===== config.mk =====
export PLATFORM = sky130hd
export DESIGN_NAME = rom_writer
export DESIGN_NICKNAME = d
export VERILOG_FILES = /design/src/rtl/rom_pkg.sv /design/src/rtl/rom_phase_timer.sv /design/src/rtl/rom_writer.sv
export SDC_FILE = /design/constraint.sdc
export NUM_CORES = 1
export LEC_CHECK = 0
export ABC_AREA = 0
export BUFFER_PORTS_ARGS = -buffer_cell sky130_fd_sc_hd__buf_2
export CAP_MARGIN = 40
export CORE_AREA = 4 4 69 71
export CTS_CLUSTER_DIAMETER = 40
export DETAILED_ROUTE_END_ITERATION = 8
export DIE_AREA = 0 0 73 75
export GPL_TIMING_DRIVEN = 0
export PLACE_DENSITY = 0.83
export SETUP_SLACK_MARGIN = 0.15
export SLEW_MARGIN = 0
export SYNTH_ARGS = -nofsm -noshare
export SYNTH_HDL_FRONTEND = slang
export SYNTH_SLANG_ARGS = --single-unit

===== constraint.sdc =====
create_clock -name clk -period 6.3 [get_ports clk]
set_input_delay 0.63 -clock clk [delete_from_list [all_inputs] [get_ports clk]]
set_output_delay 0.63 -clock clk [all_outputs]
set_load 0.05 [all_outputs]

===== src/rtl/rom_pkg.sv =====
// Shared definitions for the bipolar PROM programmer: chip IDs, widths, mode pin codes, status codes, FSM states.
// Latency: n/a (constants and pure functions only).
// Backpressure: n/a.
package rom_pkg;

    localparam int CHIP_IP3604 = 1;
    localparam int CHIP_IP3601 = 2;

    localparam int IP3604_DATA_WIDTH    = 8;
    localparam int IP3604_ADDRESS_WIDTH = 9;
    localparam int IP3601_DATA_WIDTH    = 4;
    localparam int IP3601_ADDRESS_WIDTH = 8;

    // V1..V4 mode pin patterns, bit0 = V1.
    localparam logic [3:0] OP_READ_IP3604    = 4'b0011;
    localparam logic [3:0] OP_PROGRAM_IP3604 = 4'b1100;
    localparam logic [3:0] OP_READ_IP3601    = 4'b0000;
    localparam logic [3:0] OP_PROGRAM_IP3601 = 4'b1111;

    typedef enum logic [1:0] {
        STATUS_OK              = 2'd0,
        STATUS_RETRY_EXHAUSTED = 2'd1,
        STATUS_ILLEGAL_BIT     = 2'd2
    } status_e;

    typedef enum logic [2:0] {
        ST_IDLE,
        ST_READ_SETTLE,
        ST_CHECK,
        ST_SETUP,
        ST_PULSE,
        ST_RECOVER,
        ST_VERIFY,
        ST_RESPOND
    } state_e;

    function automatic logic [3:0] read_code(input int chip);
        return (chip == CHIP_IP3601) ? OP_READ_IP3601 : OP_READ_IP3604;
    endfunction

    function automatic logic [3:0] program_code(input int chip);
        return (chip == CHIP_IP3601) ? OP_PROGRAM_IP3601 : OP_PROGRAM_IP3604;
    endfunction

    function automatic int data_width_of(input int chip);
        return (chip == CHIP_IP3601) ? IP3601_DATA_WIDTH : IP3604_DATA_WIDTH;
    endfunction

    function automatic int address_width_of(input int chip);
        return (chip == CHIP_IP3601) ? IP3601_ADDRESS_WIDTH : IP3604_ADDRESS_WIDTH;
    endfunction

endpackage


===== src/rtl/rom_phase_timer.sv =====
// Down-counter that times one programming phase: load a length N, done is high on the Nth cycle after load.
// Latency: done asserts exactly N cycles after the load cycle; stays high until the next load.
// Backpressure: none; the caller reloads on every phase entry.
module rom_phase_timer #(
    parameter int CNT_W = 8
) (
    input  logic             clk,
    input  logic             reset,
    input  logic             load,
    input  logic [CNT_W-1:0] load_len,
    output logic             done
);

    logic [CNT_W-1:0] count;

    // Load N-1 so the final phase cycle is the one where the count reads zero; hold at zero afterwards.
    always_ff @(posedge clk) begin
        if (reset) begin
            count <= '0;
        end else if (load) begin
            count <= load_len - CNT_W'(1);
        end else if (count != '0) begin
            count <= count - CNT_W'(1);
        end
    end

    assign done = (count == '0);

endmodule


===== src/rtl/rom_writer.sv =====
// Programs one PROM word per command: read, blow needed fuses LSB-first with pulse/verify/retry, report status.
// Latency: SETTLE+2 cycles with nothing to blow; each pulse attempt adds SETUP+PULSE+RECOVER+SETTLE+1 cycles.
// Backpressure: cmd_ready is high only in IDLE; commands offered while busy are not captured.
module rom_writer
    import rom_pkg::*;
#(
    parameter int DATA_WIDTH     = IP3604_DATA_WIDTH,
    parameter int ADDRESS_WIDTH  = IP3604_ADDRESS_WIDTH,
    parameter int CHIP           = CHIP_IP3604,
    parameter int SETTLE_CYCLES  = 4,
    parameter int SETUP_CYCLES   = 8,
    parameter int PULSE_CYCLES   = 100,
    parameter int RECOVER_CYCLES = 8,
    parameter int MAX_RETRIES    = 3
) (
    input  logic                     clk,
    input  logic                     reset,
    input  logic                     cmd_valid,
    output logic                     cmd_ready,
    input  logic [ADDRESS_WIDTH-1:0] cmd_address,
    input  logic [DATA_WIDTH-1:0]    cmd_data,
    input  logic [DATA_WIDTH-1:0]    data_line_in,
    output logic [ADDRESS_WIDTH-1:0] address_line,
    output logic [3:0]               operation,
    output logic [DATA_WIDTH-1:0]    prog_bit,
    output logic                     rsp_valid,
    output logic [1:0]               rsp_status,
    output logic [DATA_WIDTH-1:0]    rsp_data
);

    localparam int MAX_AB    = (SETTLE_CYCLES > SETUP_CYCLES) ? SETTLE_CYCLES : SETUP_CYCLES;
    localparam int MAX_CD    = (PULSE_CYCLES > RECOVER_CYCLES) ? PULSE_CYCLES : RECOVER_CYCLES;
    localparam int MAX_PHASE = (MAX_AB > MAX_CD) ? MAX_AB : MAX_CD;
    localparam int CNT_W     = $clog2(MAX_PHASE + 1);
    localparam int IDX_W     = (DATA_WIDTH > 1) ? $clog2(DATA_WIDTH) : 1;
    localparam int RTY_W     = $clog2(MAX_RETRIES + 1);

    state_e                   state;
    state_e                   state_nxt;

    logic [ADDRESS_WIDTH-1:0] addr_q;
    logic [DATA_WIDTH-1:0]    data_q;
    logic [DATA_WIDTH-1:0]    sample_q;
    logic [IDX_W-1:0]         idx_q;
    logic [RTY_W-1:0]         retry_q;
    status_e                  status_q;

    logic                     timer_load;
    logic [CNT_W-1:0]         timer_len;
    logic                     timer_done;

    logic                     capture;
    logic                     take_sample;
    logic                     idx_load;
    logic                     retry_clr;
    logic                     retry_inc;
    logic                     status_set;
    status_e                  status_nxt;

    logic [DATA_WIDTH-1:0]    need;
    logic                     illegal;
    logic                     found;
    logic [IDX_W-1:0]         found_idx;

    rom_phase_timer #(
        .CNT_W (CNT_W)
    ) u_timer (
        .clk      (clk),
        .reset    (reset),
        .load     (timer_load),
        .load_len (timer_len),
        .done     (timer_done)
    );

    // A blown fuse reads 1 and cannot be cleared; a bit still needed is wanted-1 but read-0.
    assign need    = data_q & ~sample_q;
    assign illegal = |(sample_q & ~data_q);

    // Lowest needed bit at or above the current index; bits below were already handled.
    always_comb begin
        found     = 1'b0;
        found_idx = idx_q;
        for (int i = 0; i < DATA_WIDTH; i++) begin
            if (!found && need[i] && (IDX_W'(i) >= idx_q)) begin
                found     = 1'b1;
                found_idx = IDX_W'(i);
            end
        end
    end

    // State register.
    always_ff @(posedge clk) begin
        if (reset) begin
            state <= ST_IDLE;
        end else begin
            state <= state_nxt;
        end
    end

    // Next-state, phase timer loads, datapath strobes and pin outputs.
    always_comb begin
        state_nxt   = state;
        timer_load  = 1'b0;
        timer_len   = '0;
        capture     = 1'b0;
        take_sample = 1'b0;
        idx_load    = 1'b0;
        retry_clr   = 1'b0;
        retry_inc   = 1'b0;
        status_set  = 1'b0;
        status_nxt  = STATUS_OK;
        cmd_ready   = 1'b0;
        rsp_valid   = 1'b0;
        prog_bit    = '0;
        operation   = read_code(CHIP);

        case (state)
            ST_IDLE: begin
                cmd_ready = 1'b1;
                if (cmd_valid) begin
                    capture    = 1'b1;
                    timer_load = 1'b1;
                    timer_len  = CNT_W'(SETTLE_CYCLES);
                    state_nxt  = ST_READ_SETTLE;
                end
            end
            ST_READ_SETTLE, ST_VERIFY: begin
                if (timer_done) begin
                    take_sample = 1'b1;
                    state_nxt   = ST_CHECK;
                end
            end
            ST_CHECK: begin
                if (illegal) begin
                    status_set = 1'b1;
                    status_nxt = STATUS_ILLEGAL_BIT;
                    state_nxt  = ST_RESPOND;
                end else if (!found) begin
                    status_set = 1'b1;
                    status_nxt = STATUS_OK;
                    state_nxt  = ST_RESPOND;
                end else if ((found_idx == idx_q) && (retry_q == RTY_W'(MAX_RETRIES))) begin
                    status_set = 1'b1;
                    status_nxt = STATUS_RETRY_EXHAUSTED;
                    state_nxt  = ST_RESPOND;
                end else begin
                    idx_load   = 1'b1;
                    retry_clr  = (found_idx != idx_q);
                    timer_load = 1'b1;
                    timer_len  = CNT_W'(SETUP_CYCLES);
                    state_nxt  = ST_SETUP;
                end
            end
            ST_SETUP: begin
                operation = program_code(CHIP);
                if (timer_done) begin
                    retry_inc  = 1'b1;
                    timer_load = 1'b1;
                    timer_len  = CNT_W'(PULSE_CYCLES);
                    state_nxt  = ST_PULSE;
                end
            end
            ST_PULSE: begin
                operation = program_code(CHIP);
                prog_bit  = DATA_WIDTH'(1) << idx_q;
                if (timer_done) begin
                    timer_load = 1'b1;
                    timer_len  = CNT_W'(RECOVER_CYCLES);
                    state_nxt  = ST_RECOVER;
                end
            end
            ST_RECOVER: begin
                operation = program_code(CHIP);
                if (timer_done) begin
                    timer_load = 1'b1;
                    timer_len  = CNT_W'(SETTLE_CYCLES);
                    state_nxt  = ST_VERIFY;
                end
            end
            ST_RESPOND: begin
                rsp_valid = 1'b1;
                state_nxt = ST_IDLE;
            end
            default: begin
                state_nxt = ST_IDLE;
            end
        endcase
    end

    // Command capture, readback sampling, bit/retry bookkeeping and response status.
    always_ff @(posedge clk) begin
        if (reset) begin
            addr_q   <= '0;
            data_q   <= '0;
            sample_q <= '0;
            idx_q    <= '0;
            retry_q  <= '0;
            status_q <= STATUS_OK;
        end else begin
            if (capture) begin
                addr_q  <= cmd_address;
                data_q  <= cmd_data;
                idx_q   <= '0;
                retry_q <= '0;
            end
            if (take_sample) begin
                sample_q <= data_line_in;
            end
            if (idx_load) begin
                idx_q <= found_idx;
            end
            if (retry_clr) begin
                retry_q <= '0;
            end else if (retry_inc) begin
                retry_q <= retry_q + RTY_W'(1);
            end
            if (status_set) begin
                status_q <= status_nxt;
            end
        end
    end

    assign address_line = addr_q;
    assign rsp_status   = status_q;
    assign rsp_data     = sample_q;

endmodule


==> results.sh, run 1 <==
export IMPL_start_kind="flop"
export IMPL_fin_crit_sh_pct=58.7
export IMPL_setup_viol=0
export IMPL_tightest_slew_ns=0.662
export IMPL_avgSynthCellArea_um2=7.71
export IMPL_synth_area_mm2=0.00229
export IMPL_die_x_um=73
export IMPL_timing_slew_headroom_pct=55.4
export IMPL_synth_seq_cells=42
export IMPL_cp_data_required_time_ns=6.52
export IMPL_hold_violations=0
export IMPL_die_h_um=75
export IMPL_grt_max_degree=16
export IMPL_synth_common_cells="nand2_1, dfxtp_1, a21oi_1, nor2_1, inv_1"
export IMPL_cp_end_kind="flop"
export IMPL_ctsResizeCount=0
export IMPL_drcViolationCount=0
export IMPL_drtIter0Drc=253
export IMPL_h_tree_depth=2
export IMPL_ios=61
export IMPL_clock_fmax_ghz=0.270
export IMPL_numPortBuffers=60
export IMPL_clk_pin_slew_ns=0.09
export IMPL_critical_path_arrival_ns=3.92
export IMPL_critical_path_class="reg -> reg"
export IMPL_drive_gt1_share_pct=23.3
export IMPL_synthMuxAreaShare_pct=3.99
export IMPL_tns_ns=0
export IMPL_drt_wl_total_mm=6.12
export IMPL_worstPathBufferInverterCount=1
export IMPL_synth_cell_types=53
export IMPL_ys_seq_area_share_pct=36.7
export IMPL_final_util_pct=65.5
export IMPL_clk_path_buf_depth=2
export IMPL_grt_pass1_wl_mm=9.69
export IMPL_synth_top_cell_by_area="dfxtp_1"
export IMPL_slowest_stage="nor4_1"
export IMPL_crit_fanout=7
export IMPL_place_gp_congestion=0.938
export IMPL_initial_utilization_pct=54.1
export IMPL_fin_skew_ns=0.00727
export IMPL_syn_to_final_growth_pct=21.1
export IMPL_yosys_area_share_simple_pct=29.7
export IMPL_clkSinkCount=42
export IMPL_numCtsBuffers=5
export IMPL_netlist_top_cells_area="dfxtp_1, nand2_1, a21oi_1, nor2_1, mux2i_1"
export IMPL_dr_pass1_iters=6
export IMPL_synth_async_reset_ratio_pct=0
export IMPL_yosys_cell_count_top_type="nand2_1"
export IMPL_coreArea_mm2=0.00423
export IMPL_grt_pass1_vias=2092
export IMPL_cts_tree="yes"
export IMPL_num_nets_final=394
export IMPL_synth_fp_nets=327
export IMPL_maxCapViolCount=0
export IMPL_ys_warn_count=0
export IMPL_synth_compound_area_share_pct=21.9
export IMPL_clk_latency_ns=0.30
export IMPL_min_period_ns=3.70
export IMPL_crit_chain="inv_1 > o22ai_1 > nor4_1 > o21ai_1 > nor2_1 > a21oi_1 > nand2_1 > ha_1 > nand2_1 > nor3_1 > and4_1 > o22ai_1 > a211o_1 > a211oi_1"
export IMPL_critPathTopFamily="simple AND/OR/NAND/NOR gates"
export IMPL_status="finished, final reports clean"
export IMPL_die_area_mm2=0.00548
export IMPL_synthFlopType="dfxtp_1"
export IMPL_cts_setup_buffers=0
export IMPL_grt_ovfl_total=0
export IMPL_wl_per_cell_um=14.7
export IMPL_worstHoldPathType="reg -> reg"
export IMPL_synth_xor_area_share_pct=0.765
export IMPL_num_fill_cells=393
export IMPL_synth_edf_count=0
export IMPL_ant_nets=0
export IMPL_rsz0062_at_grt="no"
export IMPL_rows=24
export IMPL_drv_slew=0
export IMPL_vias_per_cell=5.71
export IMPL_antenna_found_initial=0
export IMPL_power_leakage_nw=1.16
export IMPL_synth_fa_ha_area_share_pct=1.09
export IMPL_max_stage_delay_ns=0.61
export IMPL_dpl_hpwl_mm=4.45
export IMPL_power_density_mw_per_mm2=487
export IMPL_via_count=2383
export IMPL_track_usage_pct=22.6
export IMPL_synth_top_family_by_area="simple AND/OR/NAND/NOR gates"
export IMPL_root_buffer="clkbuf_8"
export IMPL_yosys_area_top_type_share_pct=36.7
export IMPL_antennaDiodeCount=0
export IMPL_ir_worst_vdd_v=0.000300
export IMPL_cts_hold_buf=0
export IMPL_syn_inst=297
cells by family (layout without fill, tap and decap cells):
| family | count (synthesis) | count (layout) |
|---|---|---|
| multiplexers | 9 | 9 |
| AO/OA/AOI/OAI | 77 | 77 |
| AND/OR/NAND/NOR | 135 | 135 |
| adder cells (fa/ha/maj) | 2 | 2 |
| buffers and inverters | 30 | 98 |
| XOR/XNOR | 2 | 2 |
| flip-flops | 42 | 42 |
sequential cells by signal, indices dropped and copies added (netlist names):
signal         count
u_timer.count      7
rsp_status         2
rsp_data           8
data_q             8
address_line       9
idx_q              3
retry_q            2
state              3
final timing paths:
kind	to	cells past startpoint	slack, ns	start
min	address_line[1]$_SDFFE_PP0P_	2	0.46	address_line[1]$_SDFFE_PP0P_
min reg2reg	address_line[1]$_SDFFE_PP0P_	2	0.46	address_line[1]$_SDFFE_PP0P_
max reg2reg	u_timer.count[6]$_SDFFE_PP0P_	14	2.60	rsp_data[1]$_SDFFE_PP0P_
max	u_timer.count[6]$_SDFFE_PP0P_	14	2.60	rsp_data[1]$_SDFFE_PP0P_
layout make-up:
class | count | area, µm² | share of cell area [%]
plain buffers | 16 | 82.6 | 2.98
clock buffers | 5 | 68.8 | 2.48
clock inverters | 3 | 48.8 | 1.76
repair buffers | 60 | 300 | 10.8
flip-flops and latches | 42 | 841 | 30.3
inverters | 14 | 52.6 | 1.89
well taps | 52 | 65.1 | 2.35
multi-input cells | 225 | 1320 | 47.4
placed cells by master (no fill, tap or decap), types with 2 or more instances in the layout:
master	n
a211oi_1	4
clkbuf_8	5
o22ai_1	5
nand2b_1	2
dfxtp_1	42
buf_4	4
and4_1	2
o21a_1	4
nor3_1	9
clkbuf_1	11
and3_1	4
a221oi_1	2
o21ai_1	4
inv_1	14
a211o_1	2
a31oi_1	4
nand3_1	11
nand4_1	3
nor2_1	31
nor4_1	2
o211ai_1	4
a21oi_1	31
mux2i_1	8
buf_2	60
or4_1	2
ha_1	2
nor2b_1	6
o21ai_0	8
nand2_1	50
power breakdown:
part | total, mW | internal, mW | switching [mW] | leakage, nW
registers | 0.392 | 0.328 | 0.0636 | 0.343
clock network | 0.225 | 0.121 | 0.104 | 0.0563
logic | 0.733 | 0.240 | 0.492 | 0.764
worst register-to-register path: stages (launching register included):
cell      delay, ns
dfxtp_1        0.36
inv_1          0.07
o22ai_1        0.08
nor4_1         0.61
o21ai_1        0.20
nor2_1         0.46
a21oi_1        0.25
nand2_1        0.15
ha_1           0.24
nand2_1        0.11
nor3_1         0.31
and4_1         0.24
o22ai_1        0.08
a211o_1        0.23
a211oi_1       0.22
per-stage QoR:
step | setup slack [ns] | instances | total power [mW] | hold WS (ns) | cell area (µm²)
CTS | 2.67 | 417 | 1.34 | 0.460 | 2770
detailed placement | 2.74 | 409 | 1.11 | 0.446 | 2660
floorplan | 2.64 | 297 | 0.957 | 0.445 | 2290
global route | 2.30 | 417 | 1.44 | 0.476 | 2770
global placement | 2.79 | 409 | 1.10 | 0.440 | 2660
finish | 2.60 | 417 | 1.35 | 0.460 | 2770
metal layers:
layer | vias to the layer above | GRT usage (%) | wire [µm]
met5 | - | 0 | 0
li1 | 1187 | - | -
met4 | 0 | 5.74 | 79
met2 | 118 | 36.1 | 2770
met3 | 13 | 6.28 | 642
met1 | 1065 | 30.2 | 2630
(Power assumes the default switching activity.)
==> run 2, diff against run 1 <==
--- a/config.mk
+++ b/config.mk
@@ -8,12 +8,12 @@
 export ABC_AREA = 0
 export BUFFER_PORTS_ARGS = -buffer_cell sky130_fd_sc_hd__buf_2
 export CAP_MARGIN = 40
-export CORE_AREA = 4 4 69 71
+export CORE_AREA = 4 4 72 74
 export CTS_CLUSTER_DIAMETER = 40
 export DETAILED_ROUTE_END_ITERATION = 8
-export DIE_AREA = 0 0 73 75
+export DIE_AREA = 0 0 76 78
 export GPL_TIMING_DRIVEN = 0
-export PLACE_DENSITY = 0.83
+export PLACE_DENSITY = 0.77
 export SETUP_SLACK_MARGIN = 0.15
 export SLEW_MARGIN = 0
 export SYNTH_ARGS = -nofsm -noshare
==> constraint.sdc (replaced) <==
create_clock -name clk -period 3.55 [get_ports clk]
set_input_delay 0.355 -clock clk [delete_from_list [all_inputs] [get_ports clk]]
set_output_delay 0.355 -clock clk [all_outputs]
set_load 0.05 [all_outputs]
==> results.sh, run 2 (synthesis gave the netlist of run 1 again) <==
export IMPL_status="finished, final reports clean"
export IMPL_wl_per_cell_um=14.5
export IMPL_coreArea_mm2=0.00460
export IMPL_sw_frac_of_total_pct=49.2
export IMPL_grtUsageMet2_pct=31.6
export IMPL_antennaDiodeCount=0
export IMPL_maxCapViolCount=0
export IMPL_worstRegToRegCells=14
export IMPL_rows=25
export IMPL_power_leakage_nw=1.18
export IMPL_fin_crit_sh_pct=91.7
export IMPL_cp_data_required_time_ns=3.76
export IMPL_drtIter0Drc=207
export IMPL_min_period_ns=3.26
export IMPL_max_stage_delay_ns=0.39
export IMPL_largest_register_ffs=9
export IMPL_critPathTopFamily="compound AO/OA/AOI/OAI gates"
export IMPL_drt_wl_total_mm=6.11
export IMPL_drcViolationCount=0
export IMPL_ant_nets=0
export IMPL_h_tree_depth=2
export IMPL_initial_utilization_pct=49.8
export IMPL_ir_worst_vdd_v=0.000512
export IMPL_place_ws_ns=0.0325
export IMPL_dpl_hpwl_mm=4.51
export IMPL_place_gp_congestion=0.907
export IMPL_track_usage_pct=20.7
export IMPL_hold_path_depth=3
export IMPL_worstHoldPathType="in -> reg"
export IMPL_final_cell_mix="buf_2, nand2_1, dfxtp_1"
export IMPL_root_buffer="clkbuf_8"
export IMPL_die_h_um=78
export IMPL_p_sw_mw=1.21
export IMPL_crit_fanout=5
export IMPL_timing_slew_headroom_pct=60.0
export IMPL_grt_pass1_vias=2178
export IMPL_tns_ns=0
export IMPL_tightest_slew_ns=0.595
export IMPL_internal_power_mw=1.24
export IMPL_clkSinkCount=42
export IMPL_total_power_mw=2.45
export IMPL_grt_pass1_wl_mm=10.3
export IMPL_met3_usage_pct=4.99
export IMPL_setup_viol=0
export IMPL_critical_path_class="reg -> reg"
export IMPL_die_x_um=76
export IMPL_path_depth=14
export IMPL_clk_pin_slew_ns=0.09
export IMPL_num_fill_cells=420
export IMPL_syn_to_final_growth_pct=24.4
export IMPL_rsz0062_at_grt="no"
export IMPL_crit_chain="or3b_1 > o21ai_1 > o21ai_1 > a311o_4 > o211ai_4 > a21oi_2 > nand2_1 > ha_2 > nand2_1 > nor3_4 > and4_1 > o22ai_1 > a211o_1 > a211oi_1"
export IMPL_clk_path_buf_depth=2
export IMPL_power_density_mw_per_mm2=861
export IMPL_setup_slack_ns=0.293
export IMPL_cts_tree="yes"
export IMPL_final_common_cell="buf_2"
export IMPL_fin_skew_ns=0.00874
export IMPL_antenna_found_initial=0
export IMPL_numPortBuffers=60
export IMPL_start_kind="flop"
export IMPL_hold_violations=0
export IMPL_drive_gt1_share_pct=26.4
export IMPL_clk_latency_ns=0.30
export IMPL_via_count=2379
export IMPL_busiest_layer="met2"
export IMPL_grt_ovfl_total=0
export IMPL_critical_path_arrival_ns=3.47
export IMPL_power_frac_seq_pct=28.8
export IMPL_grtUsageMet1_pct=28.4
export IMPL_clockPowerShare_pct=15.9
export IMPL_cp_end_kind="flop"
export IMPL_num_nets_final=396
export IMPL_clock_fmax_ghz=0.307
export IMPL_grt_max_degree=15
export IMPL_numCtsBuffers=5
export IMPL_slowest_stage="or3b_1"
export IMPL_worstPathBufferInverterCount=0
export IMPL_p_comb_share_pct=55.3
export IMPL_drv_slew=0
export IMPL_ios=61
export IMPL_dr_pass1_iters=4
export IMPL_vias_per_cell=5.65
export IMPL_die_area_mm2=0.00593
[run 2: worst reg2reg max path, delay by kind of cell, from the launching register on]
family,cells,cell delay [ns]
AOI/OAI and AO/OA,8,1.55
and+or+nand+nor,5,1.00
DFF,1,0.38
adders and majority gates,1,0.21
[run 2: power groups by stage]
stage,Sequential [mW],Combinational (mW),Clock (mW)
after CTS,0.699,1.31,0.397
final,0.707,1.36,0.390
after global placement,0.699,1.27,0
after detailed placement,0.707,1.29,0
after floorplan,0.821,0.881,0
after global routing,0.724,1.48,0.418
[run 2: final cells by class]
cell class / count / area [µm²] / area share [%]
Clock inverter: 3 / 43.8 / 1.54
Timing Repair Buffer: 62 / 315 / 11.1
Tap cell: 54 / 67.6 / 2.37
Buffer: 16 / 82.6 / 2.90
Sequential cell: 42 / 843 / 29.6
Multi-Input combinational cell: 225 / 1380 / 48.3
Clock buffer: 5 / 68.8 / 2.42
Inverter: 14 / 52.6 / 1.84
[run 2: final timing paths]
| path | startpoint | to | slack [ns] |
|---|---|---|---|
| worst min register to register | address_line[2]$_SDFFE_PP0P_ | address_line[2]$_SDFFE_PP0P_ | 0.45 |
| worst max register to register | data_q[3]$_SDFFE_PP0P_ | u_timer.count[6]$_SDFFE_PP0P_ | 0.29 |
| worst max-delay path | data_q[3]$_SDFFE_PP0P_ | u_timer.count[6]$_SDFFE_PP0P_ | 0.29 |
| worst min-delay path | data_line_in[3] | rsp_data[3]$_SDFFE_PP0P_ | 0.28 |
[run 2: per-layer routing]
metal | vias to the layer above | wire length, µm
met3 | 9 | 532
met2 | 95 | 2720
met5 | - | 0
met4 | 0 | 82
li1 | 1187 | -
met1 | 1088 | 2780
[run 2: what timing repair did]
item                                    CTS  global route
resized for setup                         3            11
endpoints found under the setup margin    1             2
hold buffers                              0             0
pin swaps                                 0             2
buffers inserted                          0             2
[run 2: per-stage QoR]
stage | cells | hold WS [ns] | instance area, µm² | utilization (%)
final | 421 | 0.280 | 2850 | 62.0
after detailed placement | 411 | 0.445 | 2660 | 57.9
after global routing | 421 | 0.278 | 2850 | 62.0
after floorplan | 297 | 0.445 | 2300 | -
after global placement | 411 | 0.439 | 2660 | 57.9
after CTS | 419 | 0.276 | 2790 | 60.8
==> run 3, diff against run 2 <==
--- a/config.mk
+++ b/config.mk
@@ -8,12 +8,11 @@
 export ABC_AREA = 0
 export BUFFER_PORTS_ARGS = -buffer_cell sky130_fd_sc_hd__buf_2
 export CAP_MARGIN = 40
-export CORE_AREA = 4 4 72 74
+export CORE_AREA = 4 4 81 83
 export CTS_CLUSTER_DIAMETER = 40
 export DETAILED_ROUTE_END_ITERATION = 8
-export DIE_AREA = 0 0 76 78
+export DIE_AREA = 0 0 85 87
 export GPL_TIMING_DRIVEN = 0
-export PLACE_DENSITY = 0.77
 export SETUP_SLACK_MARGIN = 0.15
 export SLEW_MARGIN = 0
 export SYNTH_ARGS = -nofsm -noshare
==> results.sh, run 3 (synthesis gave the netlist of run 1 again) <==
export IMPL_numPortBuffers=60
export IMPL_die_h_um=87
export IMPL_antenna_found_initial=0
export IMPL_grt_ovfl_total=0
export IMPL_largest_register_ffs=9
export IMPL_final_common_cell="buf_2"
export IMPL_critical_path_arrival_ns=3.48
export IMPL_min_from="cmd_data[0]"
export IMPL_timing_slew_headroom_pct=60.7
export IMPL_hold_violations=0
export IMPL_initial_utilization_pct=39.2
export IMPL_cts_hold_buf=0
export IMPL_tightest_slew_ns=0.590
export IMPL_drt_wl_total_mm=6.33
export IMPL_drv_slew=0
export IMPL_syn_to_final_growth_pct=26.4
export IMPL_track_usage_pct=16.7
export IMPL_wl_per_cell_um=14.3
export IMPL_worstRegToRegCells=14
export IMPL_cts_tree="yes"
export IMPL_rows=28
export IMPL_drcViolationCount=0
export IMPL_die_x_um=85
export IMPL_power_leakage_nw=1.19
export IMPL_timing_rr_end="u_timer.count[6]$_SDFFE_PP0P_"
export IMPL_place_area_mm2=0.00269
export IMPL_rr_startpoint="idx_q[1]$_SDFFE_PP0P_"
export IMPL_cp_end_kind="flop"
export IMPL_regToRegSetupSlack_ns=0.29
export IMPL_grt_pass1_vias=2104
export IMPL_h_tree_depth=2
export IMPL_grt_pass1_wl_mm=10.1
export IMPL_place_gp_congestion=0.845
export IMPL_dpl_hpwl_mm=4.64
export IMPL_grt_max_degree=15
export IMPL_ios=61
export IMPL_ir_worst_vdd_v=0.000354
export IMPL_clk_path_buf_depth=2
export IMPL_via_count=2352
export IMPL_min_period_ns=3.26
export IMPL_clk_latency_ns=0.30
export IMPL_setup_viol=0
export IMPL_root_buffer="clkbuf_8"
export IMPL_start_kind="flop"
export IMPL_hold_path_depth=3
export IMPL_coreArea_mm2=0.00585
export IMPL_clk_pin_slew_ns=0.09
export IMPL_power_density_mw_per_mm2=855
export IMPL_holdWs_ns=0.278
export IMPL_final_cell_mix="buf_2, nand2_1, dfxtp_1"
export IMPL_min_to="data_q[0]$_SDFFE_PP0P_"
export IMPL_clock_fmax_ghz=0.307
export IMPL_clkSinkCount=42
export IMPL_fin_skew_ns=0.00671
export IMPL_drtIter0Drc=165
export IMPL_numCtsBuffers=5
export IMPL_dr_pass1_iters=4
export IMPL_antennaDiodeCount=0
export IMPL_status="finished, final reports clean"
export IMPL_rsz0062_at_grt="no"
export IMPL_fin_crit_sh_pct=91.7
export IMPL_crit_fanout=5
export IMPL_die_area_mm2=0.00740
export IMPL_cp_data_required_time_ns=3.77
export IMPL_critical_path_class="reg -> reg"
export IMPL_maxCapViolCount=0
export IMPL_final_cell_area_mm2=0.00290
export IMPL_vias_per_cell=5.31
export IMPL_num_nets_final=397
export IMPL_ant_nets=0
export IMPL_worstHoldPathType="in -> reg"
export IMPL_drive_gt1_share_pct=27.2
-- run 3: cell types whose count changed in the layout (fill, tap and decap cells not counted), sizes merged --
cell	previous run	this run
buf	67	68
-- run 3: timing repair --
item	CTS	global route
gates resized for setup	4	13
endpoints found under the hold margin	0	0
pin swaps	0	2
setup endpoints to repair	1	2
buffers inserted	0	3
-- run 3: critical path: stages (launching register included) --
cell and delay [ns]:
dfxtp_2 0.37, nor4b_4 0.38, a31oi_2 0.12, and2_4 0.20, a311o_4 0.35, o211ai_4 0.24, a21oi_2 0.13, nand2_1 0.10
ha_2 0.21, nand2_1 0.13, nor3_4 0.17, and4_1 0.23, o22ai_1 0.08, a211o_1 0.24, a211oi_2 0.22
-- run 3: how the worst max path moves through the flow --
stage	start	end	slack [ns]	cells past startpoint
final	idx_q[1]$_SDFFE_PP0P_	u_timer.count[6]$_SDFFE_PP0P_	0.29	14
after CTS	idx_q[2]$_SDFFE_PP0P_	u_timer.count[6]$_SDFFE_PP0P_	0.18	15
after floorplan	state[1]$_SDFFE_PP0P_	u_timer.count[6]$_SDFFE_PP0P_	0.15	13
after global routing	data_q[1]$_SDFFE_PP0P_	u_timer.count[6]$_SDFFE_PP0P_	0.11	14
after detailed placement	data_q[1]$_SDFFE_PP0P_	u_timer.count[6]$_SDFFE_PP0P_	-0.08	13
after global placement	data_q[1]$_SDFFE_PP0P_	u_timer.count[6]$_SDFFE_PP0P_	-0.05	13
-- run 3: power breakdown --
| group | total (mW) | leakage, nW | switching [mW] | internal (mW) |
|---|---|---|---|---|
| Combinational | 1.38 | 0.785 | 0.915 | 0.466 |
| Sequential | 0.704 | 0.344 | 0.121 | 0.583 |
| Clock | 0.391 | 0.0585 | 0.180 | 0.211 |
-- run 3: routing by layer --
layer	track usage [%]	routed length (µm)
met4	3.88	51
met5	0	0
met1	22.9	3030
met2	25.7	2720
met3	5.11	536
-- run 3: per-stage QoR --
stage	util, %	cells	setup TNS [ns]	power (mW)	worst slack [ns]
global route	49.5	443	0	2.66	0.112
floorplan	-	297	0	1.70	0.151
detailed placement	46.0	432	-0.0793	2.00	-0.0793
global placement	46.0	432	-0.0519	1.99	-0.0519
CTS	48.3	440	0	2.42	0.180
finish	49.5	443	0	2.48	0.294
-- run 3: cell type report --
cell class	instances	area, µm²
Sequential cell	42	843
Clock buffer	5	68.8
Timing Repair Buffer	63	323
Buffer	16	82.6
Clock inverter	3	43.8
Inverter	14	52.6
Multi-Input combinational cell	225	1390
Tap cell	75	93.8
Fill cell	591	2950
